--- config.mk ---
export PLATFORM = sky130hd
export DESIGN_NAME = if_fetch_unit
export DESIGN_NICKNAME = d
export VERILOG_FILES = /design/src/rtl/if_fetch_unit.sv
export SDC_FILE = /design/constraint.sdc
export NUM_CORES = 1
export LEC_CHECK = 0
export CORE_AREA = 10 10 133 135
export DETAILED_ROUTE_END_ITERATION = 6
export DIE_AREA = 0 0 143 145
export PLACE_DENSITY = 0.8
export REMOVE_ABC_BUFFERS = 1
export SKIP_LAST_GASP = 1
export SLEW_MARGIN = 0
export SYNTH_ARGS = -nofsm -noshare
export SYNTH_HDL_FRONTEND = slang
export SYNTH_SLANG_ARGS = --single-unit
--- constraint.sdc ---
create_clock -name clk -period 2.5 [get_ports clk]
set_input_delay 0.375 -clock clk [delete_from_list [all_inputs] [get_ports clk]]
set_output_delay 0.375 -clock clk [all_outputs]
set_load 0.01 [all_outputs]
--- src/rtl/if_fetch_unit.sv ---
// ----------------------------------------------------------------------------
// if_fetch_unit
// Instruction-fetch front end of the 5-stage pipeline. Owns the PC and the
// IF/ID pipeline register, fetches from instruction memory over a req/ready +
// rvalid handshake (one request outstanding at most), honours ID-stage stalls
// and EX-stage redirects, and parks a word that returns during a stall in a
// one-entry hold buffer.
//
// Ports
//   clk, rst          clock (rising edge), asynchronous active-low reset
//   pcwrite           0 = hold PC (hazard unit)
//   ifidwrite         0 = hold IF/ID register (hazard unit)
//   flush_if          taken branch/jump resolved in EX; squash IF and ID
//   branch_target     redirect PC, valid with flush_if
//   imem_req          fetch request (combinational from state and flush_if)
//   imem_addr         fetch address, always equal to the PC
//   imem_ready        request accepted this cycle when imem_req=1
//   imem_rvalid       read data valid, one per accepted request
//   imem_rdata        instruction word
//   pc_id, instr_id   IF/ID register: PC and instruction in ID
//   valid_id          IF/ID register: 0 = bubble
// ----------------------------------------------------------------------------
module if_fetch_unit #(
  parameter int unsigned     XLEN     = 32,
  parameter logic [XLEN-1:0] RESET_PC = {XLEN{1'b0}}
) (
  input  logic            clk,
  input  logic            rst,
  input  logic            pcwrite,
  input  logic            ifidwrite,
  input  logic            flush_if,
  input  logic [XLEN-1:0] branch_target,
  output logic            imem_req,
  output logic [XLEN-1:0] imem_addr,
  input  logic            imem_ready,
  input  logic            imem_rvalid,
  input  logic [31:0]     imem_rdata,
  output logic [XLEN-1:0] pc_id,
  output logic [31:0]     instr_id,
  output logic            valid_id
);

  localparam int unsigned     ILEN = 32;
  localparam logic [ILEN-1:0] NOP  = 32'h0000_0013;

  // REQ: may issue; WAIT: response pending; HOLD: word parked during stall;
  // DROP: response pending but belongs to a squashed path
  typedef enum logic [1:0] {
    S_REQ  = 2'd0,
    S_WAIT = 2'd1,
    S_HOLD = 2'd2,
    S_DROP = 2'd3
  } state_t;

  state_t          state;
  logic [XLEN-1:0] pc;
  logic [XLEN-1:0] pc_plus4;
  logic [XLEN-1:0] hold_pc;
  logic [ILEN-1:0] hold_instr;
  logic            advance;

  assign advance   = pcwrite & ifidwrite;
  assign pc_plus4  = pc + XLEN'(4);
  assign imem_req  = (state == S_REQ) & ~flush_if;
  assign imem_addr = pc;

  // PC, fetch FSM, hold buffer and IF/ID register
  always_ff @(posedge clk or negedge rst) begin
    if (!rst) begin
      state      <= S_REQ;
      pc         <= RESET_PC;
      hold_pc    <= {XLEN{1'b0}};
      hold_instr <= NOP;
      pc_id      <= {XLEN{1'b0}};
      instr_id   <= NOP;
      valid_id   <= 1'b0;
    end else if (flush_if) begin
      // Redirect wins over stall and data return; the hold buffer is
      // abandoned by leaving HOLD.
      valid_id <= 1'b0;
      instr_id <= NOP;
      pc       <= branch_target;
      case (state)
        // An in-flight response must still be absorbed before re-issuing
        S_WAIT, S_DROP: state <= imem_rvalid ? S_REQ : S_DROP;
        default:        state <= S_REQ;
      endcase
    end else begin
      // Bubble unless an instruction is delivered below
      if (ifidwrite) begin
        valid_id <= 1'b0;
      end
      case (state)
        S_REQ: begin
          if (imem_ready) begin
            state <= S_WAIT;
          end
        end
        S_WAIT: begin
          if (imem_rvalid) begin
            if (advance) begin
              pc_id    <= pc;
              instr_id <= imem_rdata;
              valid_id <= 1'b1;
              pc       <= pc_plus4;
              state    <= S_REQ;
            end else begin
              hold_pc    <= pc;
              hold_instr <= imem_rdata;
              state      <= S_HOLD;
            end
          end
        end
        S_HOLD: begin
          // Stray rvalid here is a protocol error and is ignored
          if (advance) begin
            pc_id    <= hold_pc;
            instr_id <= hold_instr;
            valid_id <= 1'b1;
            pc       <= pc_plus4;
            state    <= S_REQ;
          end
        end
        S_DROP: begin
          if (imem_rvalid) begin
            state <= S_REQ;
          end
        end
        default: state <= S_REQ;
      endcase
    end
  end

endmodule

==> results.ini, run 1 <==
[power_and_ir_drop]
p_leak_nw = 4.11
internal_power_mw = 7.22
pwr-share-seq_pct = 40.0
p_comb_share_pct = 34.0
switchingPower_mw = 3.17
p_total_mw = 10.4
clkPwrFrac_pct = 26.0
swShare_pct = 30.5
p_per_area_mw_per_mm2 = 1030
irDropWorstVdd_mv = 0.575

[synth]
async_flop_share_pct = 100
syn_avg_cell_area_sq_um = 11.4
synthFlopType = dfrtp_1
synth-edff-count = 0
synth-seq-cells = 163
netlist_instances = 662
seq_area_frac_synth_pct = 54.2
synth.most_common_cell = dfrtp_1
synth_top_area_share_pct = 52.1
synth_top_cell_by_area = dfrtp_1
synth_cell_type_count = 48
synthTopCellsByArea = dfrtp_1, mux2_2, mux2i_1, nor2_1, a211oi_1
syn_area_sq_mm = 0.00754
ys_top_cells_by_count = dfrtp_1, nor2_1, mux2i_1, mux2_2, a21oi_1
yosys_warnings = 0

[critical_path]
ff2ff_path_depth = 6
r2r_end = imem_addr[31]
crit_fanout = 4
crit_chain = inv_1, ha_1, nor2b_1, clkdlybuf4s50_1
worstSetupEndpointType = output pin
critPathLaunch = state[0]
r2r_start = state[1]
cp-start-kind = flip-flop
crit_path_max_incr_delay_ns = 0.59
rrSetupSlack_ns = 0.27
crit_slowest_cell = clkdlybuf4s50_1
endpoint = imem_req
critical_path_class = reg2out
crit_required_ns = 2.12
crit_arrival_ns = 1.95

[clock_tree]
ctsHoldBuffers = 1
htree_levels = 4
cts_buffers = 17
cts_tree = built
clkTransAtPathRegs_ns = 0.06
cts_resized = 0
insertion_delay_ns = 0.42
cts_root_buf = clkbuf_16
clk_path_buf_depth = 2
post_cts_buffers = 0
cts.sinks = 163

[placed_design]
dp.cells = 990
gp_congestion = 0.792
port_buffers = 168
place.detailed.hpwl_um = 14100

[global_route]
grt_pass1_vias = 6022
track_usage_pct = 19.1
antenna_found_initial = 2
gr-total-overflow = 0
grt_pass1_wl_um = 31700
grt_max_degree = 71

[sta]
relSlewSlack_pct = 53.4
slew_violations = 0
min_period_ns = 2.33
rsz0062_at_grt = false
fin_crit_sh_pct = 93.2
skew_ns = 0.00623
final_hold_viol_count = 0
max_freq_mhz = 429
finalSetupViolCount = 0
tightest_slew_ns = 0.698

[drt]
drtIter0Drc = 345
drtAntennaViolNets = 0
drtPass1Iterations = 6
num_vias = 5814
wl_um = 19800
wl_per_cell_um = 19.4
avgViaCountPerCell = 5.69
drc = 0

[floorplan]
die_y_um = 145
num_io_pins = 169
die_area_sq_mm = 0.0207
num_rows = 45
fp.dieW_um = 143
initial_core_util_pct = 50.2
core_area_sq_mm = 0.0150

[cells_and_area]
n_fill_cell = 1123
area_growth_pct = 34.1
nets = 898
drive_gt1_share_pct = 14.8
finalNonFillerCells = 1021
regArea_sq_mm = 0.00409
multi_input_comb_area_sq_mm = 0.00325

[worst_hold_path]
hp-class = in2reg

[status]
status = completed

[run]
cap_viol_max_count = 0

-- flip-flops by register name, summed over array words and instances (netlist names) --
signal,count
imem_addr,32
hold_pc,32
hold_instr,32
state,2
instr_id,32
valid_id,1
pc_id,32
-- layout by cell type (no fill, tap or decap), drive strengths merged, types with 3 or more instances in the layout --
| cell | instances |
|---|---|
| a211oi | 29 |
| a21oi | 34 |
| a31oi | 20 |
| and3 | 8 |
| and4 | 4 |
| buf | 19 |
| bufinv | 4 |
| clkbuf | 24 |
| clkdlybuf4s50 | 166 |
| dfrtp | 157 |
| dfstp | 6 |
| ha | 5 |
| inv | 8 |
| mux2 | 64 |
| mux2i | 66 |
| nand2 | 27 |
| nand3 | 13 |
| nand4 | 13 |
| nor2 | 85 |
| o211ai | 3 |
| o21ai | 19 |
| o31ai | 15 |
| or3 | 3 |
| or4 | 15 |
| xnor2 | 3 |
| xor2 | 5 |
-- final cells by class --
type / instances / share of cell area, %
clock inverters: 5 / 1.24
diodes: 1 / 0.0248
repair buffers: 186 / 18.8
flip-flops and latches: 163 / 40.4
multi-input cells: 446 / 32.1
well taps: 188 / 2.33
inverters: 8 / 0.297
clock buffers: 24 / 4.76
-- cells by family (layout without fill, tap and decap cells) --
| family | after synthesis | count (layout) | share of synthesized area, % |
|---|---|---|---|
| DFF | 163 | 163 | 54.2 |
| AOI/OAI and AO/OA | 129 | 129 | 11.2 |
| other | 0 | 1 | 0 |
| muxes | 130 | 130 | 18.4 |
| adders and majority gates | 5 | 5 | 0.830 |
| xor gates and xnor gates | 8 | 8 | 0.929 |
| and+or+nand+nor | 174 | 174 | 11.5 |
| buffers and inverters | 53 | 223 | 3.04 |
-- routing by layer --
layer / track usage, % / routed length [um] / up-vias
met5: 0 / 7 / -
met4: 6.09 / 331 / 2
met3: 9.06 / 2160 / 28
met2: 29.5 / 9200 / 197
met1: 23.0 / 8070 / 2844
li1: - / - / 2743
-- metrics by stage --
| step | instance area [sq um] | utilization (%) | setup TNS (ns) | hold WS [ns] | worst slack (ns) |
|---|---|---|---|---|---|
| after floorplan | 7340 | - | -303.87 | 0.0794 | -3.27 |
| after global placement | 9490 | 63.1 | 0 | 0.423 | 0.306 |
| after detailed placement | 9490 | 63.1 | 0 | 0.438 | 0.219 |
| after CTS | 10100 | 67.2 | 0 | 0.460 | 0.155 |
| after global routing | 10100 | 67.2 | 0 | 0.507 | 0.0419 |
| final | 10100 | 67.2 | 0 | 0.475 | 0.171 |
-- worst max-delay path: cells and delay by family, from the launching register on --
family        cells  cell delay (ns)
simple gates      1             0.16
flops             1             0.42
fa+ha+maj         1             0.23
buf+inv           2             0.73
-- worst min-delay path by stage --
| stage | from | end | slack [ns] | cells after the start |
|---|---|---|---|---|
| after global routing | flush_if | imem_addr[3] | 0.51 | 4 |
| after detailed placement | rst | pc_id[16] | 0.44 | 1 |
| after CTS | flush_if | imem_addr[11] | 0.46 | 4 |
| after floorplan | rst | hold_instr[10] | 0.08 | 0 |
| final | flush_if | imem_addr[11] | 0.47 | 4 |
| after global placement | rst | pc_id[18] | 0.42 | 1 |
-- power by group through the flow --
| stage | clock [mW] | sequential [mW] | combinational, mW |
|---|---|---|---|
| after global placement | 0 | 4.11 | 3.43 |
| after floorplan | 0 | 4.22 | 1.96 |
| after CTS | 2.75 | 4.16 | 3.58 |
| after detailed placement | 0 | 4.20 | 3.56 |
| final | 2.70 | 4.16 | 3.53 |
| after global routing | 2.87 | 4.28 | 3.86 |
(Power assumes the default switching activity.)
==> run 2, diff against run 1 <==
--- a/config.mk
+++ b/config.mk
@@ -8,6 +8,7 @@
 export CORE_AREA = 10 10 133 135
 export DETAILED_ROUTE_END_ITERATION = 6
 export DIE_AREA = 0 0 143 145
+export HOLD_SLACK_MARGIN = 0.06
 export PLACE_DENSITY = 0.8
 export REMOVE_ABC_BUFFERS = 1
 export SKIP_LAST_GASP = 1
==> results of run 2 <==
Same layout as run 1: the final DEF is identical, and so are final timing and power.
==> run 3, diff against run 2 <==
--- a/config.mk
+++ b/config.mk
@@ -5,11 +5,11 @@
 export SDC_FILE = /design/constraint.sdc
 export NUM_CORES = 1
 export LEC_CHECK = 0
-export CORE_AREA = 10 10 133 135
+export CORE_AREA = 10 10 149 151
 export DETAILED_ROUTE_END_ITERATION = 6
-export DIE_AREA = 0 0 143 145
+export DIE_AREA = 0 0 159 161
 export HOLD_SLACK_MARGIN = 0.06
-export PLACE_DENSITY = 0.8
+export PLACE_DENSITY_LB_ADDON = 0.15
 export REMOVE_ABC_BUFFERS = 1
 export SKIP_LAST_GASP = 1
 export SLEW_MARGIN = 0
==> run 3 against run 2 <==
Clock skew rose by 0.0038 ns. Power fell by 1.2%. Flip-flop and latch count did not move. Sequential power fell by 1%. Final area rose by 0.48%. Global-route usage fell by 3.4 points. Setup slack improved by 0.0063 ns. Final cell count rose by 7.5%. Non-clock buffer count fell by 2. Via count fell by 1.1%. Hold slack improved by 0.013 ns. Critical path type unchanged. Critical endpoint unchanged. Largest power group unchanged. Highest routed layer is now met4.
==> results.ini, run 3 (synthesis results as in run 1) <==
[cells_and_area]
nets = 896  ; was 898
n_fill_cell = 1716  ; was 1123
area_growth_pct = 34.7  ; was 34.1%
final_common_cell = clkdlybuf4s50_1  ; unchanged
drive_gt1_share_pct = 15.1  ; was 14.8%
final_cell_mix = clkdlybuf4s50_1, dfrtp_1, nor2_1  ; unchanged
finalNonFillerCells = 1098  ; was 1021
n_antenna_cell = 0  ; was 1

[power_and_ir_drop]
p_leak_nw = 4.09  ; was 4.11 nW
p_per_area_mw_per_mm2 = 1010  ; was 1030 mW/mm^2
irDropWorstVdd_mv = 0.790  ; was 0.575 mV

[global_route]
gr-usage-met1_pct = 19.3  ; was 23.0%
grt_pass1_vias = 5874  ; was 6022
use_met3_pct = 6.61  ; was 9.06%
antenna_found_initial = 0  ; was 2
gr-total-overflow = 0  ; unchanged
grt_max_degree = 65  ; was 71
busiest_layer = met2  ; unchanged
grt_pass1_wl_um = 32500  ; was 31700 um
track_usage_pct = 15.7  ; was 19.1%
met2_usage_pct = 24.8  ; was 29.5%

[clock_tree]
post_cts_buffers = 0  ; unchanged
cts_buffers = 17  ; unchanged
cts.sinks = 163  ; unchanged
clkTransAtPathRegs_ns = 0.06  ; about the same
cts_tree = built  ; unchanged
ctsHoldBuffers = 1  ; unchanged
insertion_delay_ns = 0.43  ; was 0.42 ns
cts_resized = 0  ; unchanged
cts_root_buf = clkbuf_16  ; unchanged
htree_levels = 4  ; unchanged
clk_path_buf_depth = 2  ; unchanged

[worst_hold_path]
hold_start = hold_pc[11]  ; was flush_if
hp-class = reg2reg  ; was in2reg

[sta]
slew_violations = 0  ; unchanged
relSlewSlack_pct = 64.2  ; was 53.4%
min_period_ns = 2.32  ; was 2.33 ns
rsz0062_at_grt = false  ; unchanged
whs_ns = 0.488  ; was 0.475 ns
finalSetupViolCount = 0  ; unchanged
skew_ns = 0.0100  ; was 0.00623 ns
tightest_slew_ns = 0.521  ; was 0.698 ns
final_hold_viol_count = 0  ; unchanged
max_freq_mhz = 430  ; was 429 MHz
fin_crit_sh_pct = 92.9  ; was 93.2%
setup_tns_ns = 0  ; unchanged

[drt]
drtIter0Drc = 167  ; was 345
drc = 0  ; unchanged
drtPass1Iterations = 6  ; unchanged
drtAntennaViolNets = 0  ; unchanged
wl_um = 20000  ; was 19800 um
wl_per_cell_um = 18.2  ; was 19.4 um
avgViaCountPerCell = 5.24  ; was 5.69
num_vias = 5749  ; was 5814

[run]
cap_viol_max_count = 0  ; unchanged

[critical_path]
rrSetupSlack_ns = 0.23  ; was 0.27 ns
crit_chain = inv_1, ha_1, nor2b_1, clkdlybuf4s50_1  ; unchanged
critPathLaunch = state[0]  ; unchanged
r2r_start = state[1]  ; unchanged
crit_arrival_ns = 1.95  ; about the same
worstSetupEndpointType = output pin  ; unchanged
crit_required_ns = 2.12  ; about the same
crit_path_max_incr_delay_ns = 0.58  ; was 0.59 ns
cp-start-kind = flip-flop  ; unchanged
crit_slowest_cell = clkdlybuf4s50_1  ; unchanged
crit_fanout = 4  ; unchanged
critical_path_class = reg2out  ; unchanged

[floorplan]
num_rows = 51  ; was 45
fp.dieW_um = 159  ; was 143 um
die_area_sq_mm = 0.0256  ; was 0.0207 sq mm
initial_core_util_pct = 39.3  ; was 50.2%
die_y_um = 161  ; was 145 um
core_area_sq_mm = 0.0192  ; was 0.0150 sq mm
num_io_pins = 169  ; unchanged

[placed_design]
dp.cells = 1065  ; was 990
place.detailed.hpwl_um = 14000  ; was 14100 um
gp_congestion = 0.770  ; was 0.792
port_buffers = 168  ; unchanged

[status]
status = completed  ; unchanged

==> run 3: layout make-up <==
type                    count  area (sq um)  share of cell area [%]
flip-flops and latches    163          4090                    40.2
multi-input cells         446          3250                    31.9
repair buffers            184          1860                    18.3
clock buffers              20           447                    4.40
well taps                 265           332                    3.26
clock inverters            12           155                    1.53
inverters                   8          30.0                   0.296
==> run 3: layer usage <==
| metal | vias up | routed length (um) |
|---|---|---|
| li1 | 2745 | - |
| met1 | 2843 | 8680 |
| met2 | 145 | 9300 |
| met3 | 16 | 1770 |
| met4 | 0 | 208 |
| met5 | - | 0 |
==> run 3: final timing paths <==
kind                                      end  depth (start not counted)
worst max-delay path                 imem_req                          4
worst min-delay path              hold_pc[11]                          2
worst max register to register  imem_addr[17]                          6
worst min register to register    hold_pc[11]                          2
max in group asynchronous         instr_id[5]                          3
min in group asynchronous           pc_id[16]                          2
==> run 3: through the flow <==
| stage | utilization (%) | setup slack, ns | cell area (sq um) | total power, mW |
|---|---|---|---|---|
| 3_5_place_dp | 49.7 | 0.0752 | 9550 | 7.72 |
| 2_1_floorplan | - | -3.27 | 7340 | 6.19 |
| 5_1_grt | 52.9 | 0.0621 | 10200 | 11.0 |
| 3_3_place_gp | 49.7 | 0.139 | 9550 | 7.58 |
| 4_1_cts | 52.9 | 0.124 | 10200 | 10.4 |
| 6_report | 52.9 | 0.177 | 10200 | 10.3 |
==> run 3: worst max-delay path: cells and delay by family, from the launching register on <==
kind          cells  cell delay [ns]
fa+ha+maj         1             0.22
buf+inv           2             0.72
flops             1             0.41
simple gates      1             0.18
==> run 3: power breakdown <==
group,switching (mW),internal (mW),leakage [nW]
combinational,1.60,1.88,1.84
clock,1.06,1.60,0.290
sequential,0.536,3.58,1.96
total,3.20,7.06,4.09
